File: config.mk
export PLATFORM = sky130hd
export DESIGN_NAME = fighter_motion_fsm_flat
export DESIGN_NICKNAME = d
export VERILOG_FILES = /design/src/rtl/fighter_motion_fsm_if.sv /design/src/rtl/fighter_motion_fsm.sv /design/src/flat_wrapper.sv
export SDC_FILE = /design/constraint.sdc
export NUM_CORES = 1
export LEC_CHECK = 0
export BUFFER_PORTS_ARGS = -buffer_cell sky130_fd_sc_hd__buf_2
export CAP_MARGIN = 5
export CORE_MARGIN = 3
export CORE_UTILIZATION = 39
export CTS_BUF_LIST = sky130_fd_sc_hd__clkbuf_8 sky130_fd_sc_hd__clkbuf_16
export CTS_CLUSTER_DIAMETER = 80
export CTS_CLUSTER_SIZE = 28
export DETAILED_ROUTE_END_ITERATION = 8
export GPL_ROUTABILITY_DRIVEN = 0
export PLACE_DENSITY = 0.69
export SETUP_SLACK_MARGIN = 0.5
export SKIP_CTS_REPAIR_TIMING = 1
export SLEW_MARGIN = 5
export SYNTH_ARGS = -nofsm -noshare
export SYNTH_HDL_FRONTEND = slang
export SYNTH_SLANG_ARGS = --single-unit
export TNS_END_PERCENT = 1
File: constraint.sdc
create_clock -name clk -period 2.16 [get_ports clk]
set_input_delay 0.432 -clock clk [delete_from_list [all_inputs] [get_ports clk]]
set_output_delay 0.432 -clock clk [all_outputs]
set_load 0.05 [all_outputs]
File: src/rtl/fighter_motion_fsm_if.sv
// Key-level inputs and renderer-facing outputs of one fighter's motion FSM.
interface fighter_motion_fsm_if;
  logic       tick;
  logic       fwd;
  logic       bwd;
  logic       attack;
  logic       up;
  logic [9:0] pos_x;
  logic [7:0] pos_y;
  logic [2:0] state;
  logic       hit_active;
  logic       busy;

  modport master (
    output tick, fwd, bwd, attack, up,
    input  pos_x, pos_y, state, hit_active, busy
  );

  modport slave (
    input  tick, fwd, bwd, attack, up,
    output pos_x, pos_y, state, hit_active, busy
  );
endinterface

File: src/rtl/fighter_motion_fsm.sv
// Per-player motion/action FSM: walk, jump with air control, three-phase attack.
module fighter_motion_fsm #(
  parameter int unsigned X_MIN        = 0,
  parameter int unsigned X_MAX        = 600,
  parameter int unsigned X_INIT       = 100,
  parameter int unsigned STEP         = 2,
  parameter int unsigned JUMP_H       = 64,
  parameter int unsigned JUMP_STEP    = 4,
  parameter int unsigned WINDUP_T     = 3,
  parameter int unsigned ACTIVE_T     = 4,
  parameter int unsigned RECOVER_T    = 6,
  parameter int unsigned FACING_RIGHT = 1
) (
  input  logic                 clk,
  input  logic                 rst_n,
  fighter_motion_fsm_if.slave  bus
);

  localparam int unsigned X_W   = 10;
  localparam int unsigned Y_W   = 8;
  localparam int unsigned CNT_W = 8;

  localparam logic [X_W:0] X_MIN_W  = (X_W+1)'(X_MIN);
  localparam logic [X_W:0] X_MAX_W  = (X_W+1)'(X_MAX);
  localparam logic [X_W:0] STEP_W   = (X_W+1)'(STEP);
  localparam logic [Y_W:0] JUMP_H_W = (Y_W+1)'(JUMP_H);
  localparam logic [Y_W:0] JSTEP_W  = (Y_W+1)'(JUMP_STEP);

  typedef enum logic [2:0] {
    IDLE    = 3'd0,
    WALK    = 3'd1,
    JUMP_UP = 3'd2,
    JUMP_DN = 3'd3,
    WINDUP  = 3'd4,
    HIT     = 3'd5,
    RECOVER = 3'd6
  } state_t;

  state_t             state_q, state_n;
  logic [X_W-1:0]     pos_x_q, pos_x_n;
  logic [Y_W-1:0]     pos_y_q, pos_y_n;
  logic [CNT_W-1:0]   cnt_q, cnt_n;
  logic               hit_q, hit_n;
  logic               busy_q, busy_n;
  logic               attack_d_q;
  logic               atk_req_q, atk_req_n;

  logic               atk_now;
  logic               fwd_only, bwd_only, move_pos, move_neg;
  logic [X_W:0]       x_ext, x_plus, x_minus;
  logic [X_W-1:0]     x_air;
  logic [Y_W:0]       y_ext, y_up, y_dn;
  logic [CNT_W-1:0]   cnt_inc;

  // Edge-qualified attack request; an edge coincident with tick counts for that tick.
  assign atk_now = atk_req_q | (bus.attack & ~attack_d_q);

  // Direction decode and saturating x/y arithmetic, widened by one bit to avoid wrap.
  always_comb begin
    fwd_only = bus.fwd & ~bus.bwd;
    bwd_only = bus.bwd & ~bus.fwd;
    move_pos = (FACING_RIGHT != 0) ? fwd_only : bwd_only;
    move_neg = (FACING_RIGHT != 0) ? bwd_only : fwd_only;
    x_ext    = {1'b0, pos_x_q};
    x_plus   = (x_ext > X_MAX_W - STEP_W) ? X_MAX_W : x_ext + STEP_W;
    x_minus  = (x_ext < X_MIN_W + STEP_W) ? X_MIN_W : x_ext - STEP_W;
    if (move_pos)      x_air = X_W'(x_plus);
    else if (move_neg) x_air = X_W'(x_minus);
    else               x_air = pos_x_q;
    y_ext    = {1'b0, pos_y_q};
    y_up     = (y_ext > JUMP_H_W - JSTEP_W) ? JUMP_H_W : y_ext + JSTEP_W;
    y_dn     = (y_ext < JSTEP_W) ? '0 : y_ext - JSTEP_W;
    cnt_inc  = cnt_q + CNT_W'(1);
  end

  // Next-state and next-output logic; everything advances only on tick.
  always_comb begin
    state_n   = state_q;
    pos_x_n   = pos_x_q;
    pos_y_n   = pos_y_q;
    cnt_n     = cnt_q;
    atk_req_n = atk_now;
    if (bus.tick) begin
      atk_req_n = 1'b0;
      unique case (state_q)
        IDLE, WALK: begin
          if (atk_now) begin
            state_n = WINDUP;
            cnt_n   = '0;
          end else if (bus.up) begin
            state_n = JUMP_UP;
          end else if (move_pos | move_neg) begin
            state_n = WALK;
            pos_x_n = x_air;
          end else begin
            state_n = IDLE;
          end
        end
        JUMP_UP: begin
          pos_x_n = x_air;
          pos_y_n = Y_W'(y_up);
          if (y_up == JUMP_H_W) state_n = JUMP_DN;
        end
        JUMP_DN: begin
          pos_x_n = x_air;
          pos_y_n = Y_W'(y_dn);
          if (y_dn == '0) state_n = IDLE;
        end
        WINDUP: begin
          if (cnt_inc == CNT_W'(WINDUP_T)) begin
            state_n = HIT;
            cnt_n   = '0;
          end else begin
            cnt_n = cnt_inc;
          end
        end
        HIT: begin
          if (cnt_inc == CNT_W'(ACTIVE_T)) begin
            state_n = RECOVER;
            cnt_n   = '0;
          end else begin
            cnt_n = cnt_inc;
          end
        end
        RECOVER: begin
          if (cnt_inc == CNT_W'(RECOVER_T)) begin
            state_n = IDLE;
            cnt_n   = '0;
          end else begin
            cnt_n = cnt_inc;
          end
        end
        default: begin
          state_n = IDLE;
          cnt_n   = '0;
        end
      endcase
    end
    hit_n  = (state_n == HIT);
    busy_n = (state_n != IDLE) && (state_n != WALK);
  end

  // State and output registers.
  always_ff @(posedge clk or negedge rst_n) begin
    if (!rst_n) begin
      state_q    <= IDLE;
      pos_x_q    <= X_W'(X_INIT);
      pos_y_q    <= '0;
      cnt_q      <= '0;
      hit_q      <= 1'b0;
      busy_q     <= 1'b0;
      attack_d_q <= 1'b0;
      atk_req_q  <= 1'b0;
    end else begin
      state_q    <= state_n;
      pos_x_q    <= pos_x_n;
      pos_y_q    <= pos_y_n;
      cnt_q      <= cnt_n;
      hit_q      <= hit_n;
      busy_q     <= busy_n;
      attack_d_q <= bus.attack;
      atk_req_q  <= atk_req_n;
    end
  end

  assign bus.pos_x      = pos_x_q;
  assign bus.pos_y      = pos_y_q;
  assign bus.state      = state_q;
  assign bus.hit_active = hit_q;
  assign bus.busy       = busy_q;

endmodule

File: src/flat_wrapper.sv
// flat-port wrapper written by rule: the top's interface ports become plain ports
module fighter_motion_fsm_flat 
#(
  parameter int unsigned X_MIN        = 0,
  parameter int unsigned X_MAX        = 600,
  parameter int unsigned X_INIT       = 100,
  parameter int unsigned STEP         = 2,
  parameter int unsigned JUMP_H       = 64,
  parameter int unsigned JUMP_STEP    = 4,
  parameter int unsigned WINDUP_T     = 3,
  parameter int unsigned ACTIVE_T     = 4,
  parameter int unsigned RECOVER_T    = 6,
  parameter int unsigned FACING_RIGHT = 1
)
  (clk, rst_n, bus_tick, bus_fwd, bus_bwd, bus_attack, bus_up, bus_pos_x, bus_pos_y, bus_state, bus_hit_active, bus_busy);
  fighter_motion_fsm_if bus_i ();
  input  logic clk;
  input  logic rst_n;
  input wire logic [$bits(bus_i.tick)-1:0] bus_tick;
  input wire logic [$bits(bus_i.fwd)-1:0] bus_fwd;
  input wire logic [$bits(bus_i.bwd)-1:0] bus_bwd;
  input wire logic [$bits(bus_i.attack)-1:0] bus_attack;
  input wire logic [$bits(bus_i.up)-1:0] bus_up;
  output wire logic [$bits(bus_i.pos_x)-1:0] bus_pos_x;
  output wire logic [$bits(bus_i.pos_y)-1:0] bus_pos_y;
  output wire logic [$bits(bus_i.state)-1:0] bus_state;
  output wire logic [$bits(bus_i.hit_active)-1:0] bus_hit_active;
  output wire logic [$bits(bus_i.busy)-1:0] bus_busy;
  assign bus_i.tick = bus_tick;
  assign bus_i.fwd = bus_fwd;
  assign bus_i.bwd = bus_bwd;
  assign bus_i.attack = bus_attack;
  assign bus_i.up = bus_up;
  assign bus_pos_x = bus_i.pos_x;
  assign bus_pos_y = bus_i.pos_y;
  assign bus_state = bus_i.state;
  assign bus_hit_active = bus_i.hit_active;
  assign bus_busy = bus_i.busy;
  fighter_motion_fsm #(.X_MIN(X_MIN), .X_MAX(X_MAX), .X_INIT(X_INIT), .STEP(STEP), .JUMP_H(JUMP_H), .JUMP_STEP(JUMP_STEP), .WINDUP_T(WINDUP_T), .ACTIVE_T(ACTIVE_T), .RECOVER_T(RECOVER_T), .FACING_RIGHT(FACING_RIGHT)) u_core (.clk(clk), .rst_n(rst_n), .bus(bus_i));
endmodule
Yosys cells after proc, flatten, opt, wreduce, memory -nomap -nowiden
Cells that the tools add are included.

cells by class
  add/subtract/negate cells = 5
  $lt $le $gt $ge = 4
  equal/unequal tests = 16
  reduce and logical (&&, ||, !) cells = 11
  multiplexer cells = 27
  bitwise operators = 9

operator list
  cell                                                          count
  2-to-1 mux 10 bit                                             7
  case mux 8 bit (5 select lines)                               1
  2-to-1 mux 8 bit                                              4
  2-to-1 mux 3 bit                                              8
  case mux 10 bit (2 select lines)                              1
  2-to-1 mux 9 bit                                              2
  case mux 3 bit (6 select lines)                               1
  equality test 8 x 3 -> 1 bit (second input constant)          2
  case mux 8 bit (2 select lines)                               1
  equality test 3 bit (second input constant)                   4
  adder 10 x 2 -> 10 bit (second input constant)                1
  > comparator 10 bit (second input constant)                   1
  less-than comparator 10 x 2 -> 1 bit (second input constant)  1
  subtractor 10 x 2 -> 10 bit (second input constant)           1
  adder 8 x 3 -> 9 bit (second input constant)                  1
  equality test 9 x 7 -> 1 bit (second input constant)          1
  zero test 9 bit                                               1
  subtractor 8 x 3 -> 9 bit (second input constant)             1
  adder 8 x 1 -> 8 bit (second input constant)                  1
  equality test 8 x 2 -> 1 bit (second input constant)          1
  > comparator 8 x 6 -> 1 bit (second input constant)           1
  less-than comparator 8 x 3 -> 1 bit (second input constant)   1
  equality test 3 x 2 -> 1 bit (second input constant)          2
  AND reduction 5 bit                                           1
  other kinds (15)                                              26

storage, ports and cells
  output and inout bits = 23
  input port bits = 7
  flip-flop bits (word level) = 33
  word-level logic and storage cells = 80

Logic depth before layout (Yosys ltp)
  depth after elaboration = 10
  depth in mapped cells = 9
  depth with buffers taken out = 9

Least setup slack after synthesis
OpenSTA, ideal clock, no wires.

  path type = reg2reg
  start point = reg u_core.pos_y_q[2], in the netlist u_core.bus.pos_y[2]
  end point = reg u_core.hit_q, in the netlist u_core.bus.hit_active
  setup slack = -0.276 ns
  data required time = 2.040 ns
  library setup time = 0.120 ns
  arrival = 2.316 ns
  period minus slack after synthesis = 2.436 ns
  buffers on the path = 0
  cell stages (with the launch flop) = 10
  cells stage by stage = dfrtp_1 -> inv_1 -> ha_1 -> nand4b_1 -> nor4_1 -> a32oi_1 -> a221o_1 -> a41oi_2 -> o22ai_1 -> and3_1

on the way
  cells in the longest elaborated chain, start to end = 7
  elaborated cells between the ends (all ways) = 13
  classes of those cells = 2 x add/sub; 2 x order compare; 2 x eq/ne; 6 x mux; 1 x reduce/logical

RTL lines
  item                                                             line                                                  text
  start: declaration                                               fighter_motion_fsm.sv:41                              logic [Y_W-1:0] pos_y_q, pos_y_n;
  start signal: assignment                                         fighter_motion_fsm.sv:157                             pos_y_q <= pos_y_n;
  adder 8 x 3 -> 9 bit (tied with other cells)                     fighter_motion_fsm.sv:71                              y_up = (y_ext > JUMP_H_W - JSTEP_W) ? JUMP_H_W : y_ext + JSTEP_W;
  2-to-1 mux 9 bit, on equally long branches                       fighter_motion_fsm.sv:71, fighter_motion_fsm.sv:72
  equality test 9 x 7 -> 1 bit or zero test 9 bit (tied branches)  fighter_motion_fsm.sv:102, fighter_motion_fsm.sv:107
  2-to-1 mux 3 bit, on equally long branches                       fighter_motion_fsm.sv:102, fighter_motion_fsm.sv:107
  case mux 3 bit (6 select lines) *                                fighter_motion_fsm.sv:85                              unique case (state_q)
  2-to-1 mux 3 bit *                                               fighter_motion_fsm.sv:83                              if (bus.tick) begin
  named net u_core.state_n[0]                                      fighter_motion_fsm.sv:39                              state_t state_q, state_n;
  equality test 3 bit *                                            fighter_motion_fsm.sv:139                             hit_n = (state_n == HIT);
  named net u_core.hit_n                                           fighter_motion_fsm.sv:43                              logic hit_q, hit_n;
  end signal: assignment                                           fighter_motion_fsm.sv:159                             hit_q <= hit_n;
  end: declaration                                                 fighter_motion_fsm.sv:43

Mark *: on every way through the listed nets, which the timed path passes. The rest lies on a longest branch.
A chain may end at the register's enable or synchronous reset.

Worst setup path in the final report
  start point = reg u_core.pos_y_q[5], in the netlist u_core.bus.pos_y[5]
  end point = reg u_core.hit_q, in the netlist u_core.bus.hit_active

The elaborated chain is that of the path after synthesis.

==> run metrics <==
YS warnings=0; Detail Route Antenna Nets=0; Layout area overhead=27.3%; setup violators final=4; clk slew on worst S/H paths=roughly 70 ps; Post-Synth Simple-Gate Area=23.3%; count leader, synth=dfrtp_1; final hold viol count=0; Yosys top cell by area=dfrtp_1; startpoint of the worst register-to-register path=u_core.bus.pos_y[5]$_DFFE_PN0P_; crit path from=u_core.bus.pos_y[5]$_DFFE_PN0P_; top post-synthesis cells by area=dfrtp_1 (31%), o21ai_0 (5.3%), ha_1 (4.8%); Initial DRC Count=around 130; XOR/XNOR share of the synthesized area=2.99%; Syn Area/Cell=8.28 um^2; wire per inst=14.8 um; Crit Path Max Fanout=5; Max Slew Vio Count=0; clk sinks=32; reg2reg setup slack=-100 ps; first-pass GRT wire length=approximately 9600 um; Final Cycle Share=105%; Post-Syn Area=2340 um^2; Compound-Gate Fraction of Synth Area=27.1%; Num CTS Buffers=5; Tightest Pin Transition=737 ps; status=finished, violations left; worst skew pair latency=290 ps; LEAKAGE=1.30 nW; nets=348; Die X=83.5 um; largest family of logic cells by synthesized area=compound AO/OA/AOI/OAI gates; syn nets=299; number of synthesized flops with an enable pin=0; Worst EP arrival=2440 ps; largest net degree at the start of global routing=33; die footprint=approximately 7000 um^2; mean number of vias per cell=~5.7; adder-cell share of the synthesized area=4.81%; root buf cell=clkbuf_8; residual DRC count=0; Post-Route WL=5990 um; power density over the cells=1440 nW/um^2; Worst Path Required=2350 ps; worst r2r path cells=7; worst setup margin=-98.3 ps; Max-Cap Viols=0; Hold Crit Class=input port to asynchronous set/reset pin; CTS tree=done; fin crit period=2260 ps; Setup Skew=roughly 7.4 ps; CP Capture Type=flip-flop; IO Port Bufs=28; grt ovf=0; ant diodes=0; post-synthesis mux area share=0.854%; slew margin rel.=50.9%; Top Ports=30; cells after synthesis=between 200 and 300; Initial Util=41.3%; Crit Path Category=flip-flop to flip-flop; unrepaired setup endpoints after global routing=true; post-detail-place hpwl=4210 um; Post-synth top cells=dfrtp_1 (29), nor2_1 (28), o21ai_0 (25); GRT Total Usage=roughly 16%; reg2reg end=u_core.bus.hit_active$_DFF_PN0_; core region area=5680 um^2; Setup WS pre-CTS=-49.0 ps; share of post-route cells with drive strength above 1=32.1%; vias=2,313; Seq/Total Area, Yosys=34.3%; Max Clock Freq=443 MHz; Hold WS=196 ps; Max IR drop VDD=0.723 mV; Synth cell types=54; clk buf depth=2; Die Ht=83.5 um; area share of the largest cell type after synthesis=31.0%; ys flop type=dfrtp_1; row cnt=27; ys async rst share=100%; vias in the first global route=2,042; failing checks=setup timing; register bit count reported by yosys=32; initial antenna violation count=0; htree depth=2; DRT Pass-1 Iters=4; CP Launch Type=flip-flop
[sequential cells by signal (all words and copies together) (netlist names)]
register and cells:
u_core.atk_req_q 1, u_core.attack_d_q 1, u_core.bus.busy 1, u_core.bus.hit_active 1, u_core.bus.pos_x 9, u_core.bus.pos_y 8, u_core.bus.state 3, u_core.cnt_q 8
[per-layer routing]
metal / part of all wire [%] / GRT usage [%] / wire length, um
met1: 47 / 22.1 / 2830
met2: 47 / 25.4 / 2820
met3: 4.3 / 3.75 / 259
met4: 1.4 / 5.99 / 85
met5: 0 / 0 / 0
[where the power goes]
group          switching [mW]  internal, mW  total, mW
Combinational            1.62         0.950       2.57
Clock                   0.243         0.407      0.650
Sequential              0.274         0.807       1.08
[area by class of cell]
class / count / area [um^2]
fill: 529 / 2690
multi-input combinational: 216 / 1500
sequential: 32 / 815
timing repair buffer: 61 / 392
clock buffer: 7 / 96.3
tap: 72 / 90.1
inverter: 16 / 60.1
clock inverter: 1 / 30.0
[worst max-delay path by stage]
stage / endpoint / slack, ps / depth (start not counted)
6_report: u_core.bus.hit_active$_DFF_PN0_ / -100 / 7
5_1_grt: u_core.bus.pos_x[2]$_DFFE_PN1P_ / -190 / 7
4_1_cts: u_core.bus.hit_active$_DFF_PN0_ / -70 / 7
3_5_place_dp: u_core.bus.hit_active$_DFF_PN0_ / -50 / 7
3_3_place_gp: u_core.bus.pos_x[9]$_DFFE_PN0P_ / -30 / 9
2_1_floorplan: u_core.bus.hit_active$_DFF_PN0_ / -160 / 8
[placed cells by master, fill, tap and decap left out, drive strengths merged, types with 4 or more instances in the layout]
| cell | n |
|---|---|
| a21oi | 8 |
| a31oi | 9 |
| and3 | 9 |
| buf | 61 |
| clkbuf | 7 |
| dfrtp | 29 |
| ha | 9 |
| inv | 16 |
| nand2 | 22 |
| nand3 | 10 |
| nor2 | 28 |
| nor2b | 6 |
| nor3 | 15 |
| o21ai | 27 |
| o31ai | 14 |
| or3 | 4 |
| xor2 | 5 |
[metrics by stage]
| step | TNS, ps | total power, mW | utilization (%) | std cells | instance area [um^2] |
|---|---|---|---|---|---|
| floorplan | -1140 | 2.77 | - | 283 | 2360 |
| global placement | -31.5 | 3.53 | 48.4 | 397 | 2750 |
| detailed placement | -112 | 3.55 | 48.4 | 397 | 2750 |
| CTS | -214 | 4.21 | 50.6 | 405 | 2870 |
| global route | -1150 | 4.58 | 52.6 | 405 | 2980 |
| finish | -145 | 4.30 | 52.6 | 405 | 2980 |
[logic make-up after synthesis]
logic type | after synthesis
AOI/OAI and AO/OA | 88
xor gates and xnor gates | 8
adders and majority gates | 9
buffers and inverters | 35
DFF | 32
muxes | 2
other | 1
and+or+nand+nor | 108
[critical path, stage by stage, from the launching register on]
cell and delay [ps]:
dfrtp_2 410, or4_4 580, o311ai_4 280, a32oi_2 120, a221o_1 310, a41oi_2 160, o22ai_1 110, and3_1 180
(Power assumes the default switching activity.)
